[config.mk]
export PLATFORM = sky130hd
export DESIGN_NAME = led_page_scan_reader
export DESIGN_NICKNAME = d
export VERILOG_FILES = /design/src/rtl/led_page_scan_reader.sv
export SDC_FILE = /design/constraint.sdc
export NUM_CORES = 1
export LEC_CHECK = 0
export BUFFER_PORTS_ARGS = -buffer_cell sky130_fd_sc_hd__buf_2
export CORE_MARGIN = 2
export CORE_UTILIZATION = 55
export CTS_BUF_LIST = sky130_fd_sc_hd__clkbuf_2 sky130_fd_sc_hd__clkbuf_4 sky130_fd_sc_hd__clkbuf_8
export DETAILED_ROUTE_END_ITERATION = 10
export GPL_TIMING_DRIVEN = 0
export PLACE_DENSITY = 0.76
export SYNTH_ARGS = -nofsm -noshare
export SYNTH_HDL_FRONTEND = slang
export SYNTH_SLANG_ARGS = --single-unit
[constraint.sdc]
create_clock -name rdclock -period 3 [get_ports rdclock]
set_input_delay 0.15 -clock rdclock [delete_from_list [all_inputs] [get_ports rdclock]]
set_output_delay 0.15 -clock rdclock [all_outputs]
set_load 0.01 [all_outputs]
[src/rtl/led_page_scan_reader.sv]
// led_page_scan_reader
// ----------------------------------------------------------------------------
// Read-side scan engine for the 128-page LED frame buffer. On a start request
// it walks pages 0..127. For each page it reads 36 bytes from the buffer's read
// port and shifts every byte MSB-first into the LED driver chain. It then
// pulses the latch and enables the panel for a fixed on-time.
//
// Ports
//   rdclock     in   1   single clock for the whole block
//   rst         in   1   synchronous, active-high reset
//   start       in   1   one-cycle frame-start request
//   rdaddress   out 13   frame buffer read address {page, block, sub}
//   q           in   8   frame buffer read data (valid RD_LAT cycles after address)
//   led_sdo     out  1   serial data to the driver chain
//   led_sclk    out  1   shift clock, driver samples on its rising edge
//   led_lat     out  1   latch pulse, active-high
//   led_oe_n    out  1   output enable, active-low
//   page_idx    out  7   page currently being shifted or displayed
//   busy        out  1   frame in progress
//   frame_done  out  1   one-cycle pulse after page 127's display time
//   dbg_state   out  3   current FSM state (IDLE=0 FETCH=1 SHIFT=2 LATCH=3 DISPLAY=4)
//
// Handshake: start is a request without back-pressure. It is accepted only on
// an edge where the FSM is IDLE and frame_done is low. busy rises on that same
// edge and stays high until the edge that raises frame_done. A start seen at
// any other time is dropped with no effect.
// ----------------------------------------------------------------------------
module led_page_scan_reader #(
    parameter int RD_LAT   = 2,
    parameter int SCLK_DIV = 1,
    parameter int LAT_W    = 2,
    parameter int OE_W     = 64
) (
    input  logic        rdclock,
    input  logic        rst,
    input  logic        start,
    output logic [12:0] rdaddress,
    input  logic [7:0]  q,
    output logic        led_sdo,
    output logic        led_sclk,
    output logic        led_lat,
    output logic        led_oe_n,
    output logic [6:0]  page_idx,
    output logic        busy,
    output logic        frame_done,
    output logic [2:0]  dbg_state
);

    typedef enum logic [2:0] {
        S_IDLE    = 3'd0,
        S_FETCH   = 3'd1,
        S_SHIFT   = 3'd2,
        S_LATCH   = 3'd3,
        S_DISPLAY = 3'd4
    } state_t;

    // One shared 12-bit timer covers the longest phase (OE_W up to 4095).
    localparam logic [11:0] C_FETCH_LAST = 12'(RD_LAT);
    localparam logic [11:0] C_HALF_LAST  = 12'(SCLK_DIV - 1);
    localparam logic [11:0] C_LAT_LAST   = 12'(LAT_W - 1);
    localparam logic [11:0] C_OE_LAST    = 12'(OE_W - 1);
    localparam logic [5:0]  C_BYTE_LAST  = 6'd35;
    localparam logic [6:0]  C_PAGE_LAST  = 7'd127;
    localparam logic [2:0]  C_BIT_LAST   = 3'd7;

    state_t      r_state;
    logic [6:0]  r_page;
    logic [5:0]  r_byte;
    logic [2:0]  r_bit;
    logic [11:0] r_timer;
    logic [6:0]  r_shreg;   // bits still to be shifted; the MSB is already on led_sdo
    logic [12:0] r_addr;
    logic        r_sdo;
    logic        r_sclk;
    logic        r_lat;
    logic        r_oe_n;
    logic        r_busy;
    logic        r_done;

    state_t      w_state;
    logic [6:0]  w_page;
    logic [5:0]  w_byte;
    logic [2:0]  w_bit;
    logic [11:0] w_timer;
    logic [6:0]  w_shreg;
    logic [12:0] w_addr;
    logic        w_sdo;
    logic        w_sclk;
    logic        w_lat;
    logic        w_oe_n;
    logic        w_busy;
    logic        w_done;

    logic [11:0] w_timer_inc;
    logic [5:0]  w_byte_inc;
    logic [6:0]  w_page_inc;

    assign w_timer_inc = r_timer + 12'd1;
    assign w_byte_inc  = r_byte + 6'd1;
    assign w_page_inc  = r_page + 7'd1;

    // Because b < 36, the byte index b is the same as {blk, sub} = {b/4, b%4}.
    // So the address is just {page, byte}, and the block field never exceeds 8.
    always_comb begin
        w_state = r_state;
        w_page  = r_page;
        w_byte  = r_byte;
        w_bit   = r_bit;
        w_timer = r_timer;
        w_shreg = r_shreg;
        w_addr  = r_addr;
        w_sdo   = r_sdo;
        w_sclk  = 1'b0;
        w_lat   = 1'b0;
        w_oe_n  = 1'b1;
        w_busy  = r_busy;
        w_done  = 1'b0;

        case (r_state)
            S_IDLE: begin
                // The frame_done cycle is already IDLE, but a start there is dropped.
                if (start && !r_done) begin
                    w_state = S_FETCH;
                    w_page  = 7'd0;
                    w_byte  = 6'd0;
                    w_bit   = 3'd0;
                    w_timer = 12'd0;
                    w_addr  = 13'd0;
                    w_busy  = 1'b1;
                end
            end

            S_FETCH: begin
                // rdaddress is held for the whole state. q is taken on the last cycle.
                if (r_timer == C_FETCH_LAST) begin
                    w_state = S_SHIFT;
                    w_timer = 12'd0;
                    w_bit   = 3'd0;
                    w_sdo   = q[7];
                    w_shreg = q[6:0];
                end else begin
                    w_timer = w_timer_inc;
                end
            end

            S_SHIFT: begin
                w_sclk = r_sclk;
                if (r_timer != C_HALF_LAST) begin
                    w_timer = w_timer_inc;
                end else begin
                    w_timer = 12'd0;
                    if (!r_sclk) begin
                        w_sclk = 1'b1;
                    end else begin
                        // End of a high phase: sclk drops. Data may move only now.
                        w_sclk = 1'b0;
                        if (r_bit != C_BIT_LAST) begin
                            w_bit   = r_bit + 3'd1;
                            w_sdo   = r_shreg[6];
                            w_shreg = {r_shreg[5:0], 1'b0};
                        end else if (r_byte != C_BYTE_LAST) begin
                            w_state = S_FETCH;
                            w_byte  = w_byte_inc;
                            w_addr  = {r_page, w_byte_inc};
                        end else begin
                            w_state = S_LATCH;
                            w_lat   = 1'b1;
                        end
                    end
                end
            end

            S_LATCH: begin
                if (r_timer == C_LAT_LAST) begin
                    w_state = S_DISPLAY;
                    w_timer = 12'd0;
                    w_oe_n  = 1'b0;
                end else begin
                    w_timer = w_timer_inc;
                    w_lat   = 1'b1;
                end
            end

            S_DISPLAY: begin
                if (r_timer == C_OE_LAST) begin
                    w_timer = 12'd0;
                    w_byte  = 6'd0;
                    w_bit   = 3'd0;
                    if (r_page != C_PAGE_LAST) begin
                        w_state = S_FETCH;
                        w_page  = w_page_inc;
                        w_addr  = {w_page_inc, 6'd0};
                    end else begin
                        w_state = S_IDLE;
                        w_page  = 7'd0;
                        w_addr  = 13'd0;
                        w_busy  = 1'b0;
                        w_done  = 1'b1;
                    end
                end else begin
                    w_timer = w_timer_inc;
                    w_oe_n  = 1'b0;
                end
            end

            default: begin
                w_state = S_IDLE;
            end
        endcase
    end

    always_ff @(posedge rdclock) begin
        if (rst) begin
            r_state <= S_IDLE;
            r_page  <= 7'd0;
            r_byte  <= 6'd0;
            r_bit   <= 3'd0;
            r_timer <= 12'd0;
            r_shreg <= 7'd0;
            r_addr  <= 13'd0;
            r_sdo   <= 1'b0;
            r_sclk  <= 1'b0;
            r_lat   <= 1'b0;
            r_oe_n  <= 1'b1;
            r_busy  <= 1'b0;
            r_done  <= 1'b0;
        end else begin
            r_state <= w_state;
            r_page  <= w_page;
            r_byte  <= w_byte;
            r_bit   <= w_bit;
            r_timer <= w_timer;
            r_shreg <= w_shreg;
            r_addr  <= w_addr;
            r_sdo   <= w_sdo;
            r_sclk  <= w_sclk;
            r_lat   <= w_lat;
            r_oe_n  <= w_oe_n;
            r_busy  <= w_busy;
            r_done  <= w_done;
        end
    end

    assign rdaddress  = r_addr;
    assign led_sdo    = r_sdo;
    assign led_sclk   = r_sclk;
    assign led_lat    = r_lat;
    assign led_oe_n   = r_oe_n;
    assign page_idx   = r_page;
    assign busy       = r_busy;
    assign frame_done = r_done;
    assign dbg_state  = r_state;

endmodule

# Word-level counts from Yosys, hierarchy flattened
# Index checks and enable logic that the tools add are counted.
# W data, S select, Z words.
[word_totals]
regBits = 57
input_bits = 11
out_inout_bits = 29
word_cells = 124
[classes]
n_addsub = 4
n_eq_ne = 20
muxes = 66
bitwise = 3
n_reduce_logical = 18
[ops]
columns = ["operator", "n"]
rows = [
  ["$mux W13", 7],
  ["$mux W12", 5],
  ["$pmux W12 S5", 1],
  ["$mux W7", 7],
  ["$mux W3", 13],
  ["$pmux W13 S3", 1],
  ["$mux W6", 6],
  ["$pmux W7 S2", 2],
  ["$reduce_and A7 Y1", 3],
  ["$ne A2 B2 Y1 const B", 10],
  ["$pmux W6 S3", 1],
  ["$mux W1", 16],
  ["$pmux W3 S5", 1],
  ["$add A12 B1 Y12 const B", 1],
  ["$eq A12 B1 Y1 const B", 1],
  ["$eq A12 B2 Y1 const B", 1],
  ["$eq A12 B6 Y1 const B", 1],
  ["$pmux W3 S4", 1],
  ["$reduce_bool A12 Y1", 1],
  ["$pmux W1 S2", 4],
  ["$add A7 B1 Y7 const B", 1],
  ["$ne A7 B7 Y1 const B", 1],
  ["$add A6 B1 Y6 const B", 1],
  ["$eq A3 B2 Y1 const B", 2],
  ["other kinds (20)", 23],
]

# Logic depth before layout (Yosys ltp)
[depth]
depth_word = 6
mapped_depth = 10
depth_no_buf = 8

# Worst setup path before layout
# No wires, ideal clock.
[synth_timing]
path_type = "flip-flop to flip-flop"
startpoint = "reg r_timer[8]"
endpoint = "reg r_oe_n (netlist: led_oe_n)"
setup_ps = 114
arrival_ps = 1938
required_time_ps = 2886
setup_slack_ps = 948
path_stages_with_launch = 7
n_path_buf = 0
synth_period_minus_slack_ps = 2052
path_cell_list = "dfxtp_1 -> nor4_4 -> nand4_2 -> a22oi_4 -> nand3_2 -> or4_1 -> a21o_1"
[synth_between]
elab_chain_cells = 3
word_cells_on_any_way = 5
classes_between = "2 x eq/ne; 3 x mux"
[synth_lines]
columns = ["item", "line_no", "text"]
rows = [
  ["start, declared", "70", "logic [11:0] r_timer;"],
  ["start signal, assigned", "232", "r_timer <= w_timer;"],
  ["$eq A12 B6 Y1 / $eq A12 B1 Y1 (equally long branches)", "185, 174", ""],
  ["$mux W1, on equally long branches", "185, 174", ""],
  ["$pmux W1 S2 (*)", "119", "case (r_state)"],
  ["end signal, assigned", "238", "r_oe_n <= w_oe_n;"],
  ["end, declared", "76", "logic r_oe_n;"],
]
# Mark *: on every way between the ends. The rest lies on a longest branch, timed or not.
# A chain may end at the register's enable or synchronous reset.

# Worst setup path after layout
[layout_timing]
startpoint = "reg r_state[2] (netlist: dbg_state[2])"
endpoint = "reg r_timer[2]"
[layout_between]
elab_chain_cells = 3
word_cells_on_any_way = 9
classes_between = "5 x eq/ne; 1 x mux; 3 x reduce/logical"
[layout_lines]
columns = ["item", "line_no", "text"]
rows = [
  ["start, declared", "66", "state_t r_state;"],
  ["start signal, assigned", "228", "r_state <= w_state;"],
  ["$eq A3 B3 Y1 (tied with other cells)", "119", ""],
  ["$reduce_bool A5 Y1 (no source line) / $ne A2 B2 Y1 (equally long branches)", "--", ""],
  ["$reduce_and A2 Y1 (no source line)", "--", ""],
]
# Parallel ways exist; a longest one is shown, timed or not.

==> qor.csv <==
stage,metric,value,unit
timing,setup_viol,0,
min_path,hold_path_end,r_shreg[2],
global_routing,overflow,0,
synthesis,ys_seq_elements,55,
routing,first_pass_iters,5,
global_routing,grt_pass1_vias,2508,
critical_path,cp_max_fo,10,
floorplan,pin_count,40,
critical_path,worstSetupPathType,reg -> reg,
cts,clockBufferDepth,2,
timing,rsz0062_at_grt,no,
synthesis,ys_types,53,
timing,period_minus_slack,2.60,ns
power,powerDensity,672,nW/µm²
critical_path,reg2reg_from,dbg_state[2],
cts,htree_levels,2,
synthesis,synth_ff_type,dfxtp_1,
power,finalPower,2.23,mW
synthesis,syn_area,2940,µm²
timing,tns,0,ns
global_routing,grt_max_degree,20,
global_routing,grt_use_total,24.1,%
global_routing,antenna_found_initial,0,
cts,cts-root-buf,clkbuf_8,
floorplan,dieHeight,77.1,µm
floorplan,rows,26,
routing,via_per_inst,5.77,
place,dpl_cell_area,3220,µm²
min_path,hold_class,in -> reg,
final_layout,layout-drive-gt1-share,16.8,%
routing,post-route-drc-count,0,
global_routing,grt_pass1_wl,11700,µm
synthesis,syn_nets,388,
final_layout,areaGrowthSynthToFinish,12.8,%
synthesis,yosysWarnings,0,
critical_path,cp-start-kind,register,
floorplan,coreArea,5140,µm²
cts,cts_hold_buf,0,
timing,worst_hold_slack,0.166,ns
floorplan,start_util,57.2,%
cts,post_cts_buffers,0,
routing,first_iter_violations,232,
timing,setup_ws,0.399,ns
timing,fmax,384,MHz
synthesis,seq_area_frac_synth,37.5,%
final_layout,stdcell_area,3310,µm²
synthesis,yosysTopAreaCellShare,37.5,%
routing,wl_per_cell,14.3,µm
routing,wirelength,6970,µm
synthesis,syn_avg_cell_area,7.96,µm²
timing,tightest_slew,0.803,ns
place,dpl_worst_slack,0.484,ns
run_status,status,completed,
cts,cts_buffers,5,
floorplan,die_area,5940,µm²
critical_path,reg2reg_depth,8,
routing,vias,2805,
critical_path,critPathCaptureType,register,
job,cap_violations,0,
critical_path,reg2reg_slack,0.40,ns
floorplan,die_w,77.1,µm
timing,finalHoldViolCount,0,
timing,slew_viol_final,0,
final_layout,fin_cells,486,
synthesis,synth_edf_count,0,
cts,clkLatencyLatePin,0.32,ns
power,peakVddDrop,448,µV
final_layout,layout.nets,434,
place,gp_congestion,0.944,
cts,cts_tree,built,
critical_path,reg2reg_to,r_timer[2],
critical_path,arrival,2.85,ns
cts,clkTransAtPathRegs,0.11,ns
place,hpwl,5140,µm
synthesis,netlist_instances,369,
cts,cts_num_sinks,55,
power,p_leak,1.39,nW
min_path,holdPathStages,4,
final_layout,fin_util,64.5,%
final_layout,n_antenna_cell,0,
routing,ant_nets,0,
synthesis,ys_top_cells_by_area,"dfxtp_1, nand2_1, a21oi_1",
synthesis,yosysTopAreaCell,dfxtp_1,
synthesis,synth-async-reset-ratio,0,%
cts,post_cts_resize_count,0,
place,io_buffers,39,
place,dp_cells,478,
timing,finalCritPeriodShare,86.7,%
critical_path,critPathRequiredTime,3.25,ns
timing,maxSlewHeadroom,46.1,%
min_path,hp-start,q[2],
timing,fin_worst_skew,0.0165,ns
## layout make-up
class	count	area [µm²]
Buffer	20	103
Sequential cell	55	1100
Timing Repair Buffer	39	195
Multi-Input combinational cell	282	1690
Fill cell	497	1830
Clock buffer	5	68.8
Inverter	12	45.0
Clock inverter	3	25.0
Tap cell	70	87.6
## Yosys cell counts (all sizes together) (2+ instances only)
cell type / count
nand4: 7
nor2b: 3
a22o: 4
inv: 12
a211oi: 8
nand2b: 2
or3: 3
or2: 4
a21oi: 37
or3b: 2
a41oi: 2
dfxtp: 55
mux2i: 2
a221o: 5
nand2: 53
a21o: 11
a22oi: 4
clkbuf: 11
xor2: 3
nand3: 16
and3: 13
o31ai: 2
and2: 4
o21ai: 12
nor2: 38
nor3: 12
or4: 2
xnor2: 5
o32ai: 2
buf: 9
nor4: 2
a31oi: 5
ha: 8
## report_power, final
group          total [mW]  leakage [nW]  switching (mW)  internal (mW)
Combinational       0.894         0.894           0.582          0.313
Clock               0.436        0.0452           0.265          0.171
Sequential          0.897         0.446          0.0734          0.823
## how the worst max path moves through the flow
| stage | from | to | slack (ns) | cells past startpoint |
|---|---|---|---|---|
| after floorplan | r_timer[8] | led_oe_n | 0.95 | 6 |
| after global placement | dbg_state[2] | r_timer[2] | 0.53 | 8 |
| after detailed placement | dbg_state[2] | r_timer[2] | 0.48 | 8 |
| after CTS | dbg_state[2] | r_timer[2] | 0.45 | 8 |
| after global routing | dbg_state[2] | r_timer[2] | 0.19 | 8 |
| final | dbg_state[2] | r_timer[2] | 0.40 | 8 |
## worst max-delay path: stages (launching register included)
cell and delay [ns]:
dfxtp_1 0.35, buf_2 0.23, inv_1 0.11, nor3_1 0.61
o21ai_0 0.34, a31oi_2 0.43, buf_4 0.25, a21oi_1 0.08
mux2i_1 0.14
## flip-flops by register name, indices dropped and copies added (netlist names)
name,count
r_timer,12
r_bit,3
led_sclk,1
r_byte,4
page_idx,7
busy,1
rdaddress,13
frame_done,1
led_oe_n,1
dbg_state,3
led_sdo,1
led_lat,1
r_shreg,7
## layout by cell type (no fill, tap or decap), types with 4 or more instances in the layout
cell type and count:
a211oi_1 8, a21o_1 11, a21oi_1 37, a221o_1 5, a22o_1 4, a31oi_1 4
and2_1 4, and3_1 13, buf_2 43, buf_4 4, clkbuf_1 11, clkbuf_8 5
dfxtp_1 55, ha_1 8, inv_1 12, nand2_1 53, nand3_1 14, nand4_1 6
nor2_1 38, nor3_1 12, o21ai_0 10, or2_2 4, xnor2_1 5
## cells by family (layout without fill, tap and decap cells)
kind of cell	Yosys count	in the layout	share of synthesized area (%)
AO/OA/AOI/OAI	98	98	22.7
XOR/XNOR	8	8	2.39
adder cells (fa/ha/maj)	8	8	3.41
buffers and inverters	32	79	5.03
flip-flops	55	55	37.5
multiplexers	2	2	0.681
AND/OR/NAND/NOR	166	166	28.3
## per-layer routing
metal	share of wire, %	vias up	global-route usage (%)
li1	-	1412	-
met1	48	1295	33.3
met3	6.2	12	4.94
met2	45	86	38.9
met4	1.2	0	5.71
met5	0	-	0
No activity file was read; power rests on OpenSTA's default activity.
